===== src/rtl/wb_cmd_master_if.sv =====
// Wishbone classic bus bundle shared by the command master and its slave.
interface wb_if #(
  parameter int ADDR_WIDTH = 32,
  parameter int DATA_WIDTH = 32
);
  logic [ADDR_WIDTH-1:0]   adr;
  logic [DATA_WIDTH-1:0]   dat_w;
  logic [DATA_WIDTH-1:0]   dat_r;
  logic                    cyc;
  logic                    stb;
  logic                    we;
  logic [DATA_WIDTH/8-1:0] sel;
  logic                    ack;
  logic                    err;

  modport master (
    output adr, dat_w, cyc, stb, we, sel,
    input  dat_r, ack, err
  );

  modport slave (
    input  adr, dat_w, cyc, stb, we, sel,
    output dat_r, ack, err
  );
endinterface


===== src/rtl/wb_cmd_master.sv =====
// Command-queue Wishbone master: buffers commands in a small FIFO and runs
// them one at a time as single Wishbone cycles, returning one response each.
//
// state | meaning
// IDLE  | no cycle in flight; launches the FIFO head once the response slot is free
// BUS   | CYC/STB asserted, waiting for ACK, ERR or the cycle timeout
module wb_cmd_master #(
  parameter int ADDR_WIDTH = 32,
  parameter int DATA_WIDTH = 32,
  parameter int FIFO_DEPTH = 4,
  parameter int TIMEOUT    = 16
) (
  input  logic                    clk,
  input  logic                    rstn,
  input  logic                    cmd_valid,
  output logic                    cmd_ready,
  input  logic                    cmd_we,
  input  logic [ADDR_WIDTH-1:0]   cmd_adr,
  input  logic [DATA_WIDTH-1:0]   cmd_dat,
  input  logic [DATA_WIDTH/8-1:0] cmd_sel,
  output logic                    rsp_valid,
  input  logic                    rsp_ready,
  output logic [DATA_WIDTH-1:0]   rsp_dat,
  output logic                    rsp_err,
  output logic                    rsp_tmo,
  output logic                    busy,
  wb_if.master                    m
);
  localparam int SEL_WIDTH = DATA_WIDTH / 8;
  localparam int PTR_WIDTH = $clog2(FIFO_DEPTH);
  localparam int CNT_WIDTH = $clog2(TIMEOUT);
  localparam int ENT_WIDTH = 1 + ADDR_WIDTH + DATA_WIDTH + SEL_WIDTH;
  localparam logic [CNT_WIDTH-1:0] CNT_LAST = CNT_WIDTH'(TIMEOUT - 1);

  typedef enum logic {S_IDLE, S_BUS} state_t;

  state_t                 r_state;
  logic [ENT_WIDTH-1:0]   r_mem [FIFO_DEPTH];
  logic [PTR_WIDTH:0]     r_wr_ptr;
  logic [PTR_WIDTH:0]     r_rd_ptr;
  logic [CNT_WIDTH-1:0]   r_cnt;
  logic [ADDR_WIDTH-1:0]  r_adr;
  logic [DATA_WIDTH-1:0]  r_dat_w;
  logic                   r_we;
  logic [SEL_WIDTH-1:0]   r_sel;
  logic                   r_cyc;
  logic                   r_rsp_valid;
  logic [DATA_WIDTH-1:0]  r_rsp_dat;
  logic                   r_rsp_err;
  logic                   r_rsp_tmo;

  logic                   w_empty;
  logic                   w_full;
  logic                   w_push;
  logic                   w_pop;
  logic [ENT_WIDTH-1:0]   w_head;
  logic                   w_head_we;
  logic [ADDR_WIDTH-1:0]  w_head_adr;
  logic [DATA_WIDTH-1:0]  w_head_dat;
  logic [SEL_WIDTH-1:0]   w_head_sel;

  // Full/empty come only from registered pointers, so cmd_ready never
  // depends combinationally on the pop.
  assign w_empty = (r_wr_ptr == r_rd_ptr);
  assign w_full  = ((r_wr_ptr ^ r_rd_ptr) == {1'b1, {PTR_WIDTH{1'b0}}});
  assign w_push  = cmd_valid && !w_full;
  assign w_pop   = (r_state == S_IDLE) && !w_empty && (!r_rsp_valid || rsp_ready);

  assign w_head = r_mem[r_rd_ptr[PTR_WIDTH-1:0]];
  assign {w_head_we, w_head_adr, w_head_dat, w_head_sel} = w_head;

  // FIFO storage; contents are don't-care while empty, so no reset needed.
  always_ff @(posedge clk) begin
    if (w_push) begin
      r_mem[r_wr_ptr[PTR_WIDTH-1:0]] <= {cmd_we, cmd_adr, cmd_dat, cmd_sel};
    end
  end

  // FIFO pointers with an extra wrap bit to tell full from empty.
  always_ff @(posedge clk or negedge rstn) begin
    if (!rstn) begin
      r_wr_ptr <= '0;
      r_rd_ptr <= '0;
    end else begin
      if (w_push) r_wr_ptr <= r_wr_ptr + 1'b1;
      if (w_pop)  r_rd_ptr <= r_rd_ptr + 1'b1;
    end
  end

  // Bus-cycle FSM with registered Wishbone outputs and response slot.
  always_ff @(posedge clk or negedge rstn) begin
    if (!rstn) begin
      r_state     <= S_IDLE;
      r_cnt       <= '0;
      r_adr       <= '0;
      r_dat_w     <= '0;
      r_we        <= 1'b0;
      r_sel       <= '0;
      r_cyc       <= 1'b0;
      r_rsp_valid <= 1'b0;
      r_rsp_dat   <= '0;
      r_rsp_err   <= 1'b0;
      r_rsp_tmo   <= 1'b0;
    end else begin
      if (r_rsp_valid && rsp_ready) r_rsp_valid <= 1'b0;
      case (r_state)
        S_IDLE: begin
          if (w_pop) begin
            r_state <= S_BUS;
            r_cyc   <= 1'b1;
            r_cnt   <= '0;
            r_adr   <= w_head_adr;
            r_dat_w <= w_head_dat;
            r_we    <= w_head_we;
            r_sel   <= w_head_sel;
          end
        end
        S_BUS: begin
          // ERR beats ACK, and either beats a timeout on the same edge.
          if (m.err || m.ack || (r_cnt == CNT_LAST)) begin
            r_state     <= S_IDLE;
            r_cyc       <= 1'b0;
            r_rsp_valid <= 1'b1;
            r_rsp_err   <= m.err;
            r_rsp_tmo   <= !m.err && !m.ack;
            r_rsp_dat   <= (m.ack && !m.err && !r_we) ? m.dat_r : '0;
          end else begin
            r_cnt <= r_cnt + 1'b1;
          end
        end
        default: r_state <= S_IDLE;
      endcase
    end
  end

  assign m.adr   = r_adr;
  assign m.dat_w = r_dat_w;
  assign m.we    = r_we;
  assign m.sel   = r_sel;
  assign m.cyc   = r_cyc;
  assign m.stb   = r_cyc;

  assign cmd_ready = !w_full;
  assign rsp_valid = r_rsp_valid;
  assign rsp_dat   = r_rsp_dat;
  assign rsp_err   = r_rsp_err;
  assign rsp_tmo   = r_rsp_tmo;
  assign busy      = !w_empty || (r_state != S_IDLE) || r_rsp_valid;
endmodule


===== src/flat_wrapper.sv =====
// flat-port wrapper written by rule: the top's interface ports become plain ports
module wb_cmd_master_flat 
#(
  parameter int ADDR_WIDTH = 32,
  parameter int DATA_WIDTH = 32,
  parameter int FIFO_DEPTH = 4,
  parameter int TIMEOUT    = 16
)
  (clk, rstn, cmd_valid, cmd_ready, cmd_we, cmd_adr, cmd_dat, cmd_sel, rsp_valid, rsp_ready, rsp_dat, rsp_err, rsp_tmo, busy, m_adr, m_dat_w, m_cyc, m_stb, m_we, m_sel, m_dat_r, m_ack, m_err);
  wb_if #(.ADDR_WIDTH(ADDR_WIDTH), .DATA_WIDTH(DATA_WIDTH)) m_i ();
  input  logic clk;
  input  logic rstn;
  input  logic cmd_valid;
  output logic cmd_ready;
  input  logic cmd_we;
  input  logic [ADDR_WIDTH-1:0] cmd_adr;
  input  logic [DATA_WIDTH-1:0] cmd_dat;
  input  logic [DATA_WIDTH/8-1:0] cmd_sel;
  output logic rsp_valid;
  input  logic rsp_ready;
  output logic [DATA_WIDTH-1:0] rsp_dat;
  output logic rsp_err;
  output logic rsp_tmo;
  output logic busy;
  output wire logic [$bits(m_i.adr)-1:0] m_adr;
  output wire logic [$bits(m_i.dat_w)-1:0] m_dat_w;
  output wire logic [$bits(m_i.cyc)-1:0] m_cyc;
  output wire logic [$bits(m_i.stb)-1:0] m_stb;
  output wire logic [$bits(m_i.we)-1:0] m_we;
  output wire logic [$bits(m_i.sel)-1:0] m_sel;
  input wire logic [$bits(m_i.dat_r)-1:0] m_dat_r;
  input wire logic [$bits(m_i.ack)-1:0] m_ack;
  input wire logic [$bits(m_i.err)-1:0] m_err;
  assign m_adr = m_i.adr;
  assign m_dat_w = m_i.dat_w;
  assign m_cyc = m_i.cyc;
  assign m_stb = m_i.stb;
  assign m_we = m_i.we;
  assign m_sel = m_i.sel;
  assign m_i.dat_r = m_dat_r;
  assign m_i.ack = m_ack;
  assign m_i.err = m_err;
  wb_cmd_master #(.ADDR_WIDTH(ADDR_WIDTH), .DATA_WIDTH(DATA_WIDTH), .FIFO_DEPTH(FIFO_DEPTH), .TIMEOUT(TIMEOUT)) u_core (.clk(clk), .rstn(rstn), .cmd_valid(cmd_valid), .cmd_ready(cmd_ready), .cmd_we(cmd_we), .cmd_adr(cmd_adr), .cmd_dat(cmd_dat), .cmd_sel(cmd_sel), .rsp_valid(rsp_valid), .rsp_ready(rsp_ready), .rsp_dat(rsp_dat), .rsp_err(rsp_err), .rsp_tmo(rsp_tmo), .busy(busy), .m(m_i));
endmodule

===== config.mk =====
export PLATFORM = sky130hd
export DESIGN_NAME = wb_cmd_master_flat
export DESIGN_NICKNAME = d
export VERILOG_FILES = /design/src/rtl/wb_cmd_master_if.sv /design/src/rtl/wb_cmd_master.sv /design/src/flat_wrapper.sv
export SDC_FILE = /design/constraint.sdc
export NUM_CORES = 1
export LEC_CHECK = 0
export CORE_UTILIZATION = 45
export DETAILED_ROUTE_END_ITERATION = 16
export MAX_ROUTING_LAYER = met4
export PLACE_DENSITY = 0.68
export RECOVER_POWER = 100
export SLEW_MARGIN = 15
export SYNTH_ARGS = -nofsm -noshare
export SYNTH_HDL_FRONTEND = slang
export SYNTH_SLANG_ARGS = --single-unit

===== constraint.sdc =====
create_clock -name clk -period 4 [get_ports clk]
set_clock_uncertainty 0.1 [all_clocks]
set_input_delay 0.8 -clock clk [delete_from_list [all_inputs] [get_ports clk]]
set_output_delay 0.8 -clock clk [all_outputs]
set_load 0.01 [all_outputs]

==> results_tabular.tex, run 1 <==
\begin{tabular}{lr}
\hline
Metric & Value \\
\hline
\multicolumn{2}{l}{\textbf{Yosys}} \\
Synth Area in Simple Gates & 2.58\% \\
Post-synthesis compound-gate area fraction & 1.68\% \\
Adder-Cell Fraction of Synth Area & 0.517\% \\
Dominant combinational cell family by area after synthesis & multiplexers \\
Sequential cell area fraction in the yosys report & 77.1\% \\
Number of enable-type register cells in the synthesized netlist & 276 \\
Synthesized netlist net count & 832 \\
Share of synthesized area spent on multiplexers & 16.2\% \\
Count of distinct cell types in the synthesized netlist & 33 \\
Most used flip-flop cell after synthesis & sky130\_fd\_sc\_hd\_\_edfxtp\_1 \\
Xor and xnor area share after synthesis & 0.586\% \\
Post-synthesis area per instance & 20.2 µm² \\
Mapped Cells & 719 \\
Share of flip-flops with an asynchronous set or reset after synthesis & 29.6\% \\
Synth warn & 0 \\
Seq cells post-synth & 392 \\
Post-synth design cell area & 14,500 µm² \\
\multicolumn{2}{l}{\textbf{Min path}} \\
Terminating pin of the worst hold path & u\_core.rsp\_dat[30] \\
Number of cells on the worst hold path & 2 \\
Hold Crit Start & u\_core.rsp\_dat[30] \\
Min-Delay Path Class & reg2reg \\
\multicolumn{2}{l}{\textbf{Global routing}} \\
Remaining global-route overflow & 0 \\
Wire length of the first global-routing pass & 43.4 mm \\
Routing usage on met3 & 4.13\% \\
M2 GR Usage & 26.9\% \\
Global route hottest layer & met2 \\
Largest net degree at the start of global routing & 97 \\
GRT met1 Usage & 24.4\% \\
Via count of the first global-routing pass & 7,509 \\
Number of antenna violations at the first check in global routing & 7 \\
Combined global-route utilization of all metal layers & 17.8\% \\
\multicolumn{2}{l}{\textbf{Detailed routing}} \\
Total via count after detailed routing & 7,241 \\
Number of remaining DRC errors & 0 \\
Initial DRC count & 478 \\
Iteration count of the initial detailed-routing pass & 6 \\
Wire length per cell & 19.7 µm \\
Routed wire length & 27.6 mm \\
Number of nets still failing antenna checks after routing & 0 \\
Vias per std cell & 5.18 \\
\multicolumn{2}{l}{\textbf{Power}} \\
Total leakage power & 0.00666 µW \\
Power Total & 14,300 µW \\
Pwr Density & 770 nW/µm² \\
Largest voltage drop on the vdd net & 0.503 mV \\
\multicolumn{2}{l}{\textbf{STA}} \\
Slew Viols, Final & 154 \\
Accumulated negative setup slack & 0 ns \\
Crit path setup slack, layout & 0.502 ns \\
Final-layout worst hold slack & 0.368 ns \\
Portion of the clock cycle consumed by the worst path in the final layout & 87.4\% \\
Final hold violations & 0 \\
Maximum operating frequency & 286 MHz \\
Worst-Margin Slew & 2.59 ns \\
Tightest slew margin relative to the limit & -72.6\% \\
Setup repair after global routing missed its margin & no \\
Minimum clock period & 3.50 ns \\
Final setup viols & 0 \\
\multicolumn{2}{l}{\textbf{Worst setup path}} \\
Worst reg-to-reg setup slack & 0.62 ns \\
Depth of the worst register-to-register path & 4 \\
Critical Path Start Type & flip-flop \\
Critical path required time & 3.10 ns \\
Critical Path Sink Type & output pin \\
Worst EP arrival & 2.60 ns \\
Category of the most critical setup path & reg2out \\
Maximum fanout along the worst path & 23 \\
Worst R2R End & u\_core.r\_mem[1][8] \\
Reg-to-Reg Start & u\_core.r\_rd\_ptr[0] \\
\multicolumn{2}{l}{\textbf{CTS}} \\
Post-CTS Setup Bufs & 0 \\
TritonCTS clock tree & yes \\
Hold\_buf cts & 0 \\
H-Tree Level Count & 2 \\
Clk Tree Root Cell & sky130\_fd\_sc\_hd\_\_clkbuf\_16 \\
Buffer depth of the longest clock path & 3 \\
Number of clock sinks & 392 \\
Number of clock buffers inserted by TritonCTS & 41 \\
CTS resizes & 0 \\
Clock transition at path regs & 0.05 ns \\
Worst skew pair latency & 0.53 ns \\
\multicolumn{2}{l}{\textbf{Die}} \\
Die width & 182 µm \\
Core region area & 31,600 µm² \\
Std-Cell Rows & 65 \\
Area of the die & 33,000 µm² \\
IO Count & 215 \\
Initial core utilization & 45.9\% \\
Height of the die & 182 µm \\
\multicolumn{2}{l}{\textbf{Cells and area}} \\
Fraction of layout instances using a drive strength above 1 & 20.7\% \\
Leading cell type in the layout, fill and taps excluded & sky130\_fd\_sc\_hd\_\_edfxtp\_1 \\
Layout filler cell count & 2,339 \\
Commonest cells after routing, fill and taps aside & sky130\_fd\_sc\_hd\_\_edfxtp\_1, sky130\_fd\_sc\_hd\_\_dlygate4sd3\_1, sky130\_fd\_sc\_hd\_\_dfrtp\_1 \\
Fin nets & 1,068 \\
Number of non-filler instances in the completed layout & 1,397 \\
Synthesis-to-finish area growth & 27.9\% \\
\multicolumn{2}{l}{\textbf{Status}} \\
Failing checks & max-capacitance violations, max-slew violations \\
Result of the run & complete, but fails checks \\
\multicolumn{2}{l}{\textbf{Place}} \\
Worst slack after detailed placement & 0.911 ns \\
Cells after DPL & 1,314 \\
Number of input and output port buffers inserted & 214 \\
Placed wire-length estimate & 17.0 mm \\
Placer Congestion & 0.720 \\
\multicolumn{2}{l}{\textbf{Job}} \\
\# Max-Cap Violations & 2 \\
\hline
\end{tabular}
-- flip-flops by register name, summed over array words and instances (netlist names) --
signal / count
u_core.rsp_tmo: 1
u_core.m.dat_w: 32
u_core.r_cnt: 4
u_core.r_mem: 276
u_core.m.cyc: 1
u_core.m.sel: 4
u_core.rsp_err: 1
u_core.r_rd_ptr: 3
u_core.r_state: 1
u_core.rsp_dat: 32
u_core.rsp_valid: 1
u_core.r_wr_ptr: 3
u_core.m.we: 1
u_core.m.adr: 32
-- cell type report --
cell class / instances / area, µm² / area share (%)
flip-flops and latches: 392 / 11200 / 60.3
diodes: 7 / 17.5 / 0.0943
inverters: 3 / 11.3 / 0.0606
repair buffers: 230 / 2290 / 12.3
multi-input cells: 287 / 3150 / 17.0
clock inverters: 13 / 130 / 0.701
clock buffers: 63 / 1270 / 6.85
well taps: 402 / 503 / 2.71
-- worst max-delay path, stage by stage (launching register included) --
cell and delay (ns):
sky130_fd_sc_hd__dfrtp_4 0.66, sky130_fd_sc_hd__xnor2_1 0.53, sky130_fd_sc_hd__nand4_1 0.22, sky130_fd_sc_hd__dlygate4sd3_1 0.67
-- cells in the mapped netlist, types with 2 or more instances --
cell type / count / area [µm²]
sky130_fd_sc_hd__edfxtp_1: 276 / 8290
sky130_fd_sc_hd__dfrtp_1: 116 / 2900
sky130_fd_sc_hd__nand2_1: 74 / 278
sky130_fd_sc_hd__mux4_2: 69 / 1550
sky130_fd_sc_hd__mux2_2: 47 / 529
sky130_fd_sc_hd__o21ai_0: 35 / 175
sky130_fd_sc_hd__mux2_1: 23 / 259
sky130_fd_sc_hd__buf_2: 17 / 85.1
sky130_fd_sc_hd__clkbuf_1: 14 / 52.6
sky130_fd_sc_hd__ha_1: 6 / 75.1
sky130_fd_sc_hd__and2_1: 4 / 25.0
sky130_fd_sc_hd__buf_4: 4 / 30.0
sky130_fd_sc_hd__nand3_1: 4 / 20.0
sky130_fd_sc_hd__inv_1: 3 / 11.3
sky130_fd_sc_hd__xnor2_1: 3 / 26.3
sky130_fd_sc_hd__xor2_1: 3 / 26.3
sky130_fd_sc_hd__a21o_1: 2 / 15.0
sky130_fd_sc_hd__buf_6: 2 / 22.5
sky130_fd_sc_hd__nand2b_1: 2 / 12.5
sky130_fd_sc_hd__xnor2_2: 2 / 32.5
-- worst max path at each step --
stage / endpoint / from / cells after the start / slack, ns
after floorplan: u_core.r_mem[3][0] / cmd_valid / 3 / 0.60
after global placement: u_core.r_mem[1][40] / cmd_valid / 5 / 0.94
after detailed placement: u_core.r_mem[1][40] / cmd_valid / 5 / 0.91
after CTS: busy / u_core.r_rd_ptr[0] / 3 / 0.74
after global routing: u_core.r_mem[1][15] / u_core.r_rd_ptr[0] / 4 / 0.34
final: busy / u_core.r_rd_ptr[0] / 3 / 0.50
-- per-stage QoR --
| step | instance area [µm²] | util, % |
|---|---|---|
| floorplan | 14500 | - |
| global placement | 17200 | 54.4 |
| detailed placement | 17200 | 54.4 |
| CTS | 18600 | 58.8 |
| global route | 18600 | 58.7 |
| finish | 18600 | 58.7 |
-- report_power, final --
part	switching [µW]	internal (µW)	total, µW
logic	2080	2300	4390
clock network	1490	2330	3820
registers	475	5610	6080
-- kinds of logic after synthesis --
group                      after synthesis
xor gates and xnor gates                 8
AOI/OAI and AO/OA                       43
buffers and inverters                   40
adders and majority gates                6
DFF                                    392
muxes                                  140
and+or+nand+nor                         90
-- metal layers --
layer	vias up	part of all wire [%]
met5	-	0
met4	0	1.7
met2	230	47
li1	3307	-
met3	41	6.8
met1	3663	45
Note: power is estimated with default switching activity, not from simulation.
==> inputs of run 2 (changes only) <==
- CORE_UTILIZATION: 45 -> 30
- PLACE_DENSITY: 0.68 -> unset
- TNS_END_PERCENT: unset -> 50
==> run 2 against run 1 <==
Against the previous run: the flow still finishes with violations (max-capacitance violations, max-slew violations); critical path depth is 2 higher; register-to-register slack gained 0.28 ns; largest power group unchanged; hold slack improved by 0.0020 ns.
==> results_tabular.tex, run 2 (synthesis gave the netlist of run 1 again) <==
\begin{tabular}{lr}
\hline
Metric & Value \\
\hline
\multicolumn{2}{l}{\textbf{Worst setup path}} \\
Category of the most critical setup path & in2reg \\
Critical Path Start Type & primary input \\
Critical-path cell with the highest stage delay & sky130\_fd\_sc\_hd\_\_clkbuf\_2 \\
Critical path required time & 4.07 ns (+0.97 ns) \\
Critical Path Sink Type & flip-flop \\
Critical Path Max Stage Delay & 0.89 ns (+0.22 ns) \\
Maximum fanout along the worst path & 34 (+48\%) \\
Worst EP arrival & 3.21 ns (+0.61 ns) \\
Cells along the critical path & clkdlybuf4s50\_1, inv\_1, a31oi\_1, and2\_4, clkbuf\_2 \\
\multicolumn{2}{l}{\textbf{Detailed routing}} \\
Wire length per cell & 19.5 µm (-1.0\%) \\
Number of remaining DRC errors & 0 (unchanged) \\
Initial DRC count & 469 (-1.9\%) \\
Total via count after detailed routing & 7,300 (+0.81\%) \\
Vias per std cell & 4.51 (-13\%) \\
Number of nets still failing antenna checks after routing & 0 (unchanged) \\
Iteration count of the initial detailed-routing pass & 7 (+1) \\
Routed wire length & 31.6 mm (+15\%) \\
\multicolumn{2}{l}{\textbf{Power}} \\
Pwr Density & 774 nW/µm² (+0.59\%) \\
Power Total & 14,600 µW (+2.5\%) \\
Part of the power in the clock network & 28.3\% (+1.6 points) \\
Sw Pwr & 4250 µW (+4.9\%) \\
Power share of the combinational group & 30.3\% (-0.4 points) \\
Flop pwr share & 41.3\% (-1.3 points) \\
Internal power & 10,400 µW (+1.5\%) \\
Total leakage power & 0.00670 µW (+0.56\%) \\
Fraction of power spent switching nets & 29.0\% (+0.68 points) \\
Largest voltage drop on the vdd net & 0.572 mV (+14\%) \\
\multicolumn{2}{l}{\textbf{Die}} \\
IO Count & 215 (unchanged) \\
Height of the die & 222 µm (+22\%) \\
Initial core utilization & 30.4\% (-15 points) \\
Core region area & 47,700 µm² (+51\%) \\
Area of the die & 49,300 µm² (+49\%) \\
Std-Cell Rows & 80 (+23\%) \\
Die width & 222 µm (+22\%) \\
\multicolumn{2}{l}{\textbf{Global routing}} \\
Combined global-route utilization of all metal layers & 13.5\% (-4.2 points) \\
Via count of the first global-routing pass & 7,643 (+1.8\%) \\
Number of antenna violations at the first check in global routing & 11 (+4) \\
Remaining global-route overflow & 0 (unchanged) \\
Wire length of the first global-routing pass & 48.8 mm (+12\%) \\
Largest net degree at the start of global routing & 78 (-20\%) \\
\multicolumn{2}{l}{\textbf{CTS}} \\
Buffer depth of the longest clock path & 3 (unchanged) \\
Post-CTS Setup Bufs & 0 (unchanged) \\
CTS resizes & 0 (unchanged) \\
Hold\_buf cts & 0 (unchanged) \\
Worst skew pair latency & 0.57 ns (+0.04 ns) \\
TritonCTS clock tree & yes \\
Clk Tree Root Cell & sky130\_fd\_sc\_hd\_\_clkbuf\_16 \\
Number of clock sinks & 392 (unchanged) \\
Clock transition at path regs & 0.07 ns (+0.02 ns) \\
H-Tree Level Count & 2 (unchanged) \\
Number of clock buffers inserted by TritonCTS & 43 (+4.9\%) \\
\multicolumn{2}{l}{\textbf{Place}} \\
Placed wire-length estimate & 19.2 mm (+13\%) \\
Cells after DPL & 1,527 (+16\%) \\
Placed Area & 17,500 µm² (+1.7\%) \\
Placer Congestion & 0.720 (about the same) \\
Number of input and output port buffers inserted & 214 (unchanged) \\
\multicolumn{2}{l}{\textbf{STA}} \\
Minimum clock period & 3.14 ns (-0.361 ns) \\
Worst-Margin Slew & 2.02 ns (-0.564 ns) \\
Accumulated negative setup slack & 0 ns (unchanged) \\
Portion of the clock cycle consumed by the worst path in the final layout & 78.4\% (-9.0 points) \\
Tightest slew margin relative to the limit & -35.0\% (+38 points) \\
Maximum operating frequency & 319 MHz (+12\%) \\
Final setup viols & 0 (unchanged) \\
Setup repair after global routing missed its margin & no \\
Final hold violations & 0 (unchanged) \\
Slew Viols, Final & 71 (-54\%) \\
\multicolumn{2}{l}{\textbf{Cells and area}} \\
Fraction of layout instances using a drive strength above 1 & 20.7\% (-0.084 points) \\
Commonest cells after routing, fill and taps aside & sky130\_fd\_sc\_hd\_\_edfxtp\_1, sky130\_fd\_sc\_hd\_\_dlygate4sd3\_1, sky130\_fd\_sc\_hd\_\_dfrtp\_1 \\
Number of non-filler instances in the completed layout & 1,617 (+16\%) \\
Leading cell type in the layout, fill and taps excluded & sky130\_fd\_sc\_hd\_\_edfxtp\_1 \\
Synthesis-to-finish area growth & 30.3\% \\
Fin nets & 1,070 (+0.19\%) \\
Utilization of the core after routing & 39.6\% (-19 points) \\
Final instance area & 18,900 µm² (+1.9\%) \\
Max reg flops & 276 (unchanged) \\
\multicolumn{2}{l}{\textbf{Job}} \\
\# Max-Cap Violations & 1 (-1) \\
\multicolumn{2}{l}{\textbf{Min path}} \\
Min-Delay Path Class & reg2reg \\
\multicolumn{2}{l}{\textbf{Status}} \\
Result of the run & complete, but fails checks \\
Failing checks & max-capacitance violations, max-slew violations \\
\hline
\end{tabular}
run 2: area by class of cell:
| class | count | area, µm² |
|---|---|---|
| Antenna cell | 10 | 25.0 |
| Clock buffer | 57 | 1210 |
| Clock inverter | 23 | 292 |
| Fill cell | 4309 | 28800 |
| Inverter | 3 | 11.3 |
| Multi-Input combinational cell | 287 | 3130 |
| Sequential cell | 392 | 11200 |
| Tap cell | 615 | 769 |
| Timing Repair Buffer | 230 | 2280 |
run 2: per-layer routing:
metal,track usage [%],part of all wire [%],vias to the layer above
met5,-,0,-
met4,4.41,1.9,0
met3,4.02,6.8,41
met2,19.6,46,240
met1,18.2,46,3714
li1,-,-,3305
run 2: per-stage QoR:
stage / setup WS [ns] / hold WS [ns]
finish: 0.864 / 0.370
global route: 0.588 / 0.388
CTS: 0.963 / 0.199
detailed placement: 0.774 / 0.369
global placement: 0.759 / 0.362
floorplan: 0.599 / 0.379
run 2: worst max-delay path, delay by kind of cell:
family,cells,cell delay [ns]
AO/OA/AOI/OAI,1,0.47
AND/OR/NAND/NOR,1,0.47
buffers and inverters,3,1.44
run 2: final timing paths:
| path | start | endpoint | slack, ns | cells past startpoint |
|---|---|---|---|---|
| setup / recovery | cmd_valid | u_core.r_mem[1][14] | 0.86 | 5 |
| hold / removal | u_core.rsp_dat[13] | u_core.rsp_dat[13] | 0.37 | 2 |
| setup reg to reg | u_core.r_rd_ptr[0] | u_core.r_mem[1][14] | 0.90 | 4 |
| hold reg to reg | u_core.rsp_dat[13] | u_core.rsp_dat[13] | 0.37 | 2 |
| max in group asynchronous | rstn | u_core.r_rd_ptr[0] | 1.63 | 1 |
| min in group asynchronous | rstn | u_core.rsp_dat[19] | 0.71 | 1 |
run 2: power by group through the flow:
stage	clock, µW	combinational (µW)	sequential (µW)
detailed placement	0	4870	6160
global placement	0	4820	6120
floorplan	0	2660	6270
finish	4150	4440	6050
global route	4450	4840	6190
CTS	4280	4890	6090
